$ cat config.mk
export PLATFORM = sky130hd
export DESIGN_NAME = fir_ss_framer_flat
export DESIGN_NICKNAME = d
export VERILOG_FILES = /design/src/rtl/fir_ss_framer_if.sv /design/src/rtl/fir_ss_framer.sv /design/src/flat_wrapper.sv
export SDC_FILE = /design/constraint.sdc
export NUM_CORES = 1
export LEC_CHECK = 0
export BUFFER_PORTS_ARGS = -buffer_cell sky130_fd_sc_hd__buf_2
export CORE_ASPECT_RATIO = 2
export CORE_MARGIN = 2
export CORE_UTILIZATION = 40
export DETAILED_ROUTE_END_ITERATION = 7
export PLACE_DENSITY = 0.6
export SLEW_MARGIN = 20
export SYNTH_ARGS = -nofsm -noshare
export SYNTH_HDL_FRONTEND = slang
export SYNTH_SLANG_ARGS = --single-unit
$ cat constraint.sdc
create_clock -name axis_clk -period 9.47 [get_ports axis_clk]
set_input_delay 2.3675 -clock axis_clk [delete_from_list [all_inputs] [get_ports axis_clk]]
set_output_delay 2.3675 -clock axis_clk [all_outputs]
set_load 0.02 [all_outputs]
$ cat src/rtl/fir_ss_framer_if.sv
// Stream bundle between the raw-sample source, the framer and the FIR ss_* port.
// The framer takes the slave view; the environment (source + FIR) takes the master view.
interface fir_ss_framer_if #(
   parameter int pDATA_WIDTH = 32
);
   logic                   in_tvalid;
   logic [pDATA_WIDTH-1:0] in_tdata;
   logic                   in_tready;
   logic                   ss_tvalid;
   logic [pDATA_WIDTH-1:0] ss_tdata;
   logic                   ss_tlast;
   logic                   ss_tready;

   modport master (
      output in_tvalid, in_tdata, ss_tready,
      input  in_tready, ss_tvalid, ss_tdata, ss_tlast
   );

   modport slave (
      input  in_tvalid, in_tdata, ss_tready,
      output in_tready, ss_tvalid, ss_tdata, ss_tlast
   );
endinterface

$ cat src/rtl/fir_ss_framer.sv
// Feeds the FIR ss_* port: buffers raw samples in a small FIFO and frames exactly
// cfg_len of them per run, marking the last one with ss_tlast.
module fir_ss_framer #(
   parameter int pDATA_WIDTH = 32,
   parameter int pDEPTH      = 4,
   parameter int pLEN_WIDTH  = 32
) (
   input  logic                  axis_clk,
   input  logic                  axis_rst,
   input  logic [pLEN_WIDTH-1:0] cfg_len,
   input  logic                  cfg_start,
   output logic                  busy,
   output logic                  frame_done,
   fir_ss_framer_if.slave        bus
);

   localparam int AW = $clog2(pDEPTH);
   localparam logic [AW:0]           OCC_FULL = (AW+1)'(pDEPTH);
   localparam logic [AW:0]           OCC_ZERO = (AW+1)'(0);
   localparam logic [AW:0]           OCC_ONE  = (AW+1)'(1);
   localparam logic [AW-1:0]         PTR_ZERO = AW'(0);
   localparam logic [AW-1:0]         PTR_ONE  = AW'(1);
   localparam logic [pLEN_WIDTH-1:0] LEN_ZERO = pLEN_WIDTH'(0);
   localparam logic [pLEN_WIDTH-1:0] LEN_ONE  = pLEN_WIDTH'(1);

   typedef enum logic [0:0] {
      ST_IDLE = 1'b0,
      ST_RUN  = 1'b1
   } state_t;

   state_t                  state_r;
   state_t                  state_s;
   logic [pLEN_WIDTH-1:0]   len_r;
   logic [pLEN_WIDTH-1:0]   in_cnt_r;
   logic [pLEN_WIDTH-1:0]   out_cnt_r;
   logic [AW-1:0]           wr_ptr_r;
   logic [AW-1:0]           rd_ptr_r;
   logic [AW:0]             occ_r;
   logic [pDATA_WIDTH-1:0]  mem_r [pDEPTH];
   logic                    frame_done_r;

   logic full_s;
   logic empty_s;
   logic in_ready_s;
   logic push_s;
   logic pop_s;
   logic last_s;
   logic start_s;
   logic done_s;

   // Handshake qualifiers; in_tready looks only at registered state, never at inputs.
   always_comb begin
      full_s     = (occ_r == OCC_FULL);
      empty_s    = (occ_r == OCC_ZERO);
      in_ready_s = (state_r == ST_RUN) && !full_s && (in_cnt_r < len_r);
      push_s     = bus.in_tvalid && in_ready_s;
      pop_s      = !empty_s && bus.ss_tready;
      last_s     = (out_cnt_r == (len_r - LEN_ONE));
      start_s    = (state_r == ST_IDLE) && cfg_start && (cfg_len != LEN_ZERO);
      done_s     = (state_r == ST_RUN) && pop_s && last_s;
   end

   // Next-state logic for the IDLE/RUN frame controller.
   always_comb begin
      state_s = state_r;
      case (state_r)
         ST_IDLE: begin
            if (start_s) begin
               state_s = ST_RUN;
            end else begin
               state_s = ST_IDLE;
            end
         end
         ST_RUN: begin
            if (done_s) begin
               state_s = ST_IDLE;
            end else begin
               state_s = ST_RUN;
            end
         end
         default: state_s = ST_IDLE;
      endcase
   end

   // State register, frame length latch and the one-cycle done pulse.
   always_ff @(posedge axis_clk or posedge axis_rst) begin
      if (axis_rst) begin
         state_r      <= ST_IDLE;
         len_r        <= LEN_ZERO;
         frame_done_r <= 1'b0;
      end else begin
         state_r      <= state_s;
         frame_done_r <= done_s;
         if (start_s) begin
            len_r <= cfg_len;
         end
      end
   end

   // Frame counters: both are capped by len_r, so neither can wrap.
   always_ff @(posedge axis_clk or posedge axis_rst) begin
      if (axis_rst) begin
         in_cnt_r  <= LEN_ZERO;
         out_cnt_r <= LEN_ZERO;
      end else if (start_s) begin
         in_cnt_r  <= LEN_ZERO;
         out_cnt_r <= LEN_ZERO;
      end else begin
         if (push_s) begin
            in_cnt_r <= in_cnt_r + LEN_ONE;
         end
         if (pop_s) begin
            out_cnt_r <= out_cnt_r + LEN_ONE;
         end
      end
   end

   // FIFO pointers and occupancy; a push and a pop together leave occupancy unchanged.
   always_ff @(posedge axis_clk or posedge axis_rst) begin
      if (axis_rst) begin
         wr_ptr_r <= PTR_ZERO;
         rd_ptr_r <= PTR_ZERO;
         occ_r    <= OCC_ZERO;
      end else begin
         if (push_s) begin
            wr_ptr_r <= wr_ptr_r + PTR_ONE;
         end
         if (pop_s) begin
            rd_ptr_r <= rd_ptr_r + PTR_ONE;
         end
         case ({push_s, pop_s})
            2'b10:   occ_r <= occ_r + OCC_ONE;
            2'b01:   occ_r <= occ_r - OCC_ONE;
            default: occ_r <= occ_r;
         endcase
      end
   end

   // Sample storage; cleared on reset so ss_tdata reads zero afterwards.
   always_ff @(posedge axis_clk or posedge axis_rst) begin
      if (axis_rst) begin
         for (int i = 0; i < pDEPTH; i++) begin
            mem_r[i] <= {pDATA_WIDTH{1'b0}};
         end
      end else if (push_s) begin
         mem_r[wr_ptr_r] <= bus.in_tdata;
      end
   end

   // Outputs are decoded purely from registers.
   always_comb begin
      busy          = (state_r == ST_RUN);
      frame_done    = frame_done_r;
      bus.in_tready = in_ready_s;
      bus.ss_tvalid = !empty_s;
      bus.ss_tdata  = mem_r[rd_ptr_r];
      bus.ss_tlast  = !empty_s && last_s;
   end

endmodule
$ cat src/flat_wrapper.sv
// flat-port wrapper written by rule: the top's interface ports become plain ports
module fir_ss_framer_flat 
#(
   parameter int pDATA_WIDTH = 32,
   parameter int pDEPTH      = 4,
   parameter int pLEN_WIDTH  = 32
)
  (axis_clk, axis_rst, cfg_len, cfg_start, busy, frame_done, bus_in_tvalid, bus_in_tdata, bus_ss_tready, bus_in_tready, bus_ss_tvalid, bus_ss_tdata, bus_ss_tlast);
  fir_ss_framer_if #(.pDATA_WIDTH(pDATA_WIDTH)) bus_i ();
  input  logic axis_clk;
  input  logic axis_rst;
  input  logic [pLEN_WIDTH-1:0] cfg_len;
  input  logic cfg_start;
  output logic busy;
  output logic frame_done;
  input wire logic [$bits(bus_i.in_tvalid)-1:0] bus_in_tvalid;
  input wire logic [$bits(bus_i.in_tdata)-1:0] bus_in_tdata;
  input wire logic [$bits(bus_i.ss_tready)-1:0] bus_ss_tready;
  output wire logic [$bits(bus_i.in_tready)-1:0] bus_in_tready;
  output wire logic [$bits(bus_i.ss_tvalid)-1:0] bus_ss_tvalid;
  output wire logic [$bits(bus_i.ss_tdata)-1:0] bus_ss_tdata;
  output wire logic [$bits(bus_i.ss_tlast)-1:0] bus_ss_tlast;
  assign bus_i.in_tvalid = bus_in_tvalid;
  assign bus_i.in_tdata = bus_in_tdata;
  assign bus_i.ss_tready = bus_ss_tready;
  assign bus_in_tready = bus_i.in_tready;
  assign bus_ss_tvalid = bus_i.ss_tvalid;
  assign bus_ss_tdata = bus_i.ss_tdata;
  assign bus_ss_tlast = bus_i.ss_tlast;
  fir_ss_framer #(.pDATA_WIDTH(pDATA_WIDTH), .pDEPTH(pDEPTH), .pLEN_WIDTH(pLEN_WIDTH)) u_core (.axis_clk(axis_clk), .axis_rst(axis_rst), .cfg_len(cfg_len), .cfg_start(cfg_start), .busy(busy), .frame_done(frame_done), .bus(bus_i));
endmodule
* Word-level counts from Yosys, hierarchy flattened
Cells that the tools add are included.
** Operators by class
- Equal/unequal tests :: 4
- Magnitude comparators :: 4
- Add/subtract/negate cells :: 7
- Reductions and logical operators :: 17
- Multiplexer cells :: 14
- Bitwise operators :: 3
** Operators with widths (count)
- 32-bit 2-to-1 mux :: 7
- 128-bit bitwise mux :: 1
- 32-bit by 1-bit adder with 32-bit output, second input constant :: 2
- 32-bit binary-select mux with 2-bit select :: 1
- 32-bit demux with 2-bit select :: 1
- 32-bit equality test :: 1
- 32-bit < comparator :: 1
- 32-bit nonzero test :: 1
- 32-bit by 1-bit subtractor with 32-bit output, second input constant :: 1
- 1-bit logical AND :: 10
- 3-bit >= comparator, second input constant :: 2
- 2-bit inverter with 3-bit output :: 2
- 3-bit one-hot mux with 2 select lines :: 1
- 2-bit nonzero test :: 3
- 2-bit by 1-bit adder with 2-bit output, second input constant :: 2
- 3-bit by 1-bit adder with 3-bit output, second input constant :: 1
- 3-bit equality test, second input constant :: 1
- 3-bit logical NOT :: 1
- 3-bit by 1-bit < comparator with 1-bit output, second input constant :: 1
- 3-bit by 1-bit subtractor with 3-bit output, second input constant :: 1
- 2-bit by 1-bit equality test with 1-bit output, second input constant :: 1
- 2-bit equality test, second input constant :: 1
- 1-bit logical NOT :: 2
- 1-bit 2-to-1 mux :: 2
- 2 further kinds :: 2
** Storage, ports and cells
- Register bits after elaboration :: 233
- Logic and storage cells :: 61

* Depth between registers and ports, before layout
- Depth in word-level cells :: 7
- Mapped depth :: 15
- Depth with buffers taken out :: 14

* Worst setup path before layout
No wires, ideal clock.
- Path type :: register -> output
- Start point :: reg u_core.len_r[0]
- End point :: out bus_ss_tlast
- Data arrival time :: 2836 ps
- Required time :: 7102 ps
- Path slack :: 4267 ps
- Cell stages (with the launch flop) :: 11
- Cell sequence :: dfrtp_1 > inv_1 > ha_1 > and2b_1 > nand2_4 > nor2_8 > o2111a_1 > or4_4 > a221oi_2 > nand4_1 > nor4b_1
** On the way
- Cells in the longest elaborated chain, start to end :: 3
** Ends and longest elaborated chain
- start, declared :: line fir_ss_framer.sv:33 : logic [pLEN_WIDTH-1:0] len_r;
- start signal, assigned :: line fir_ss_framer.sv:95 : len_r <= cfg_len;
- 32-bit by 1-bit subtractor with 32-bit output :: line fir_ss_framer.sv:58 : last_s = (out_cnt_r == (len_r - LEN_ONE));
- 32-bit equality test :: line fir_ss_framer.sv:58
- 1-bit logical AND :: line fir_ss_framer.sv:157 : bus.ss_tlast = !empty_s && last_s;
- end, declared :: line flat_wrapper.sv:22 : output wire logic [$bits(bus_i.ss_tlast)-1:0] bus_ss_tlast;
No other way between the ends.

* Final worst setup path
- Start point :: reg u_core.len_r[6]
- End point :: out bus_ss_tlast
Same word-level chain as after synthesis.

==> Flow_metrics.wiki <==
{| class="wikitable"
! Metric !! Value
|-
| Fillers || 2,847
|-
| Leakage component of the power || 6.07 nW
|-
| IO Pins || 106
|-
| Count of antenna diodes in the layout || 0
|-
| Clock slew at the register clock pins of the worst setup and hold paths || 0.07 ns
|-
| Post-CTS sizing || 0
|-
| Root Buffer || clkbuf_16
|-
| Hold Path Class || reg2reg
|-
| Die area || 31,900 sq um
|-
| Post-synth EDFFs || 0
|-
| Number of global-route vias before repair || 8,932
|-
| Mean instance size in the synthesized netlist || 11.5 sq um
|-
| Flip-flop and latch count after synthesis || 233
|-
| Final routed wire length divided by cell count || 20.0 um
|-
| RSZ-0062 raised after global routing || false
|-
| Mapped Area || 12,200 sq um
|-
| Warnings, synthesis || 0
|-
| Crit Path Class || reg2out
|-
| Final worst-path cycle share || 59.9%
|-
| Largest vdd supply drop || 0.145 mV
|-
| Tot GR Track Use || 19.4%
|-
| Total of hold buffers inserted after clock tree synthesis || 0
|-
| Final Hold Fails || 0
|-
| Nets in the synthesized netlist || 1,169
|-
| Final RePlAce weighted congestion || 0.902
|-
| Ordered list of cells on the worst path || nor4_4 > nand2_1 > nor2_1 > a32o_1 > nand4_1 > nor4_4 > nand4_1 > nor4b_1 > buf_2
|-
| Largest net degree at the start of global routing || 108
|-
| Initial antenna violation count || 0
|-
| Cell count after synthesis || 1,060
|-
| Worst endpoint data arrival time || 3.30 ns
|-
| Synthesis-to-layout area growth || 13.1%
|-
| Count of input and output buffers || 105
|-
| Count of distinct cell types in the synthesized netlist || 68
|-
| Measured slew at the worst slew-check pin || 0.924 ns
|-
| Endpoint type of the worst setup path || primary output
|-
| Cell with the largest stage delay on the worst path || dfrtp_1
|-
| Floorplan die width || 127 um
|-
| Clock buffers created by TritonCTS || 23
|-
| Detail Placement HPWL || 22,000 um
|-
| CTS tree || yes
|-
| Core outline area || 30,100 sq um
|-
| Number of sinks driven by the clock tree || 233
|-
| Final-layout setup total negative slack || 0 ns
|-
| Normalized max-slew margin || 38.4%
|-
| Result of the run || complete, no violations
|-
| Final count of pins violating max slew || 0
|-
| Number of buffers between clock root and the deepest sink || 3
|-
| Maximum fanout along the worst path || 6
|-
| Areal power density over the cells || 283 nW/um^2
|-
| Setup Buffers After CTS || 0
|-
| Final setup fails || 0
|-
| Share of the core filled with cells in the final layout || 45.8%
|-
| Largest stage delay on the critical path || 0.44 ns
|-
| Total placed cells including tap cells || 1,497
|-
| Total wire length || 30,700 um
|-
| Number of design-rule violations left by the first detailed-router iteration || 311
|-
| Critical path startpoint category || flop
|-
| Global-route wire length before repair || 48,400 um
|-
| Number of buffers and inverters on the critical path || 1
|-
| GRT Residual Overflow || 0
|-
| Post-detailed-route DRC marker count || 0
|-
| Height of the die || 251 um
|-
| Share of synthesized registers carrying an async set or reset || 100%
|-
| Proportion of layout cells with a drive suffix above 1 || 28.0%
|-
| Non-filler cells in the finished layout || 1,538
|-
| Count of maximum capacitance violations || 0
|-
| Max H-tree Level || 1
|-
| Via-per-instance ratio || 5.52
|-
| Worst clock skew || 0.0173 ns
|-
| Required time worst endpoint || 7.10 ns
|-
| Number of iterations in the first detailed-routing pass || 6
|-
| Highest clock rate || 0.176 GHz
|-
| Initial Util || 40.5%
|-
| Top FF cell, synth || dfrtp_1
|-
| Clock period minus worst slack || 5.67 ns
|-
| Cell family with most CP delay || simple AND/OR/NAND/NOR gates
|-
| Sequential element share of the synthesized area || 47.9%
|-
| Post-layout net count || 1,263
|-
| Post-DRT Antenna Nets || 0
|-
| Placement row count || 90
|-
| Total number of vias || 8,497
|-
| Clock latency on the worst-skew pair || 0.52 ns
|}
## where the power goes
part	total, mW	switching (mW)	internal, mW
clock	0.882	0.386	0.496
sequential	1.58	0.239	1.34
combinational	1.43	0.699	0.731
## layout by cell type, fill, tap and decap left out, drive strengths merged, types with 2 or more instances in the layout
cell type and instances:
a211oi 6, a21o 8, a21oi 25, a221oi 2, a22oi 2, a31oi 3, and2 9, and3 14
and4 4, buf 117, clkbuf 36, clkinv 3, clkinvlp 2, dfrtp 233, ha 39, inv 45
mux2 128, mux2i 6, mux4 32, nand2 77, nand2b 3, nand3 32, nand3b 2, nand4 31
nor2 78, nor2b 5, nor3 24, nor4 18, o21ai 52, o21bai 2, o221ai 2, or3 10
or4 4, xnor2 44, xor2 54
## registers in the layout, indices dropped and copies added, names as in the netlist
name               count
u_core.out_cnt_r      32
u_core.frame_done      1
u_core.in_cnt_r       32
u_core.busy            1
u_core.wr_ptr_r        2
u_core.rd_ptr_r        2
u_core.len_r          32
u_core.occ_r           3
u_core.mem_r         128
## path summary, 6_finish.rpt
| kind | startpoint | end | slack, ns | depth (start not counted) |
|---|---|---|---|---|
| setup / recovery | u_core.len_r[6]$_DFFE_PP0P_ | bus_ss_tlast | 3.80 | 9 |
| hold / removal | u_core.rd_ptr_r[1]$_DFFE_PP0P_ | u_core.rd_ptr_r[1]$_DFFE_PP0P_ | 0.47 | 1 |
| setup reg to reg | u_core.len_r[17]$_DFFE_PP0P_ | u_core.mem_r[53]$_DFFE_PP0P_ | 5.92 | 11 |
| hold reg to reg | u_core.rd_ptr_r[1]$_DFFE_PP0P_ | u_core.rd_ptr_r[1]$_DFFE_PP0P_ | 0.47 | 1 |
| max in group asynchronous | axis_rst | u_core.mem_r[126]$_DFFE_PP0P_ | 6.04 | 3 |
| min in group asynchronous | axis_rst | u_core.out_cnt_r[18]$_DFFE_PP0P_ | 2.00 | 2 |
## cell families (layout without fill, tap and decap cells)
group	Yosys count	count (layout)	share of synthesized area (%)
compound gates	113	113	5.72
buf+inv	93	203	3.10
flops	233	233	47.9
fa+ha+maj	40	40	4.17
simple gates	317	317	13.8
xor+xnor	98	98	7.05
mux	166	166	18.3
## area by class of cell
cell class | count | area (sq um) | area share, %
Clock buffer | 36 | 684 | 4.97
Clock inverter | 5 | 30.0 | 0.218
Inverter | 45 | 176 | 1.28
Multi-Input combinational cell | 734 | 5970 | 43.4
Sequential cell | 233 | 5830 | 42.3
Tap cell | 368 | 460 | 3.34
Timing Repair Buffer | 117 | 616 | 4.47
## layer usage
| metal | part of all wire (%) | wire [um] | GRT usage, % |
|---|---|---|---|
| met4 | 7.1 | 2190 | 12.6 |
| met3 | 3.2 | 983 | 2.07 |
| met2 | 55 | 16800 | 37.1 |
| met5 | 0 | 0 | 0 |
| met1 | 35 | 10700 | 19.4 |
## synth_stat cells, types with 14 or more instances
library cell / number / area (sq um)
nor4_1: 16 / 100
o21ai_0: 52 / 260
mux4_2: 32 / 721
nand3_1: 31 / 155
nor3_1: 20 / 100
and3_1: 14 / 87.6
a21oi_1: 25 / 125
nand4_1: 29 / 181
inv_1: 45 / 169
nor2_1: 76 / 285
nand2_1: 76 / 285
mux2_2: 122 / 1370
ha_1: 39 / 488
xor2_1: 54 / 473
dfrtp_1: 233 / 5830
clkbuf_1: 28 / 105
xnor2_1: 44 / 385
## per-stage QoR
step	worst slack [ns]	instance area [sq um]	hold WS, ns	power, mW
floorplan	0.713	12200	0.453	2.64
global placement	4.34	13100	0.465	3.01
detailed placement	4.35	13100	0.471	3.05
CTS	3.74	13800	0.480	3.96
global route	3.52	13800	0.489	4.13
finish	3.80	13800	0.471	3.89
## worst reg2reg max path, stage by stage (launching register included)
cell	delay [ns]
dfrtp_1	0.43
inv_1	0.23
ha_1	0.29
and3_1	0.17
a221o_1	0.30
a211oi_1	0.38
nor2_1	0.15
a211oi_2	0.22
buf_4	0.24
and2_1	0.14
buf_4	0.46
mux2_2	0.42
Power figures use the tool's default switching activity.
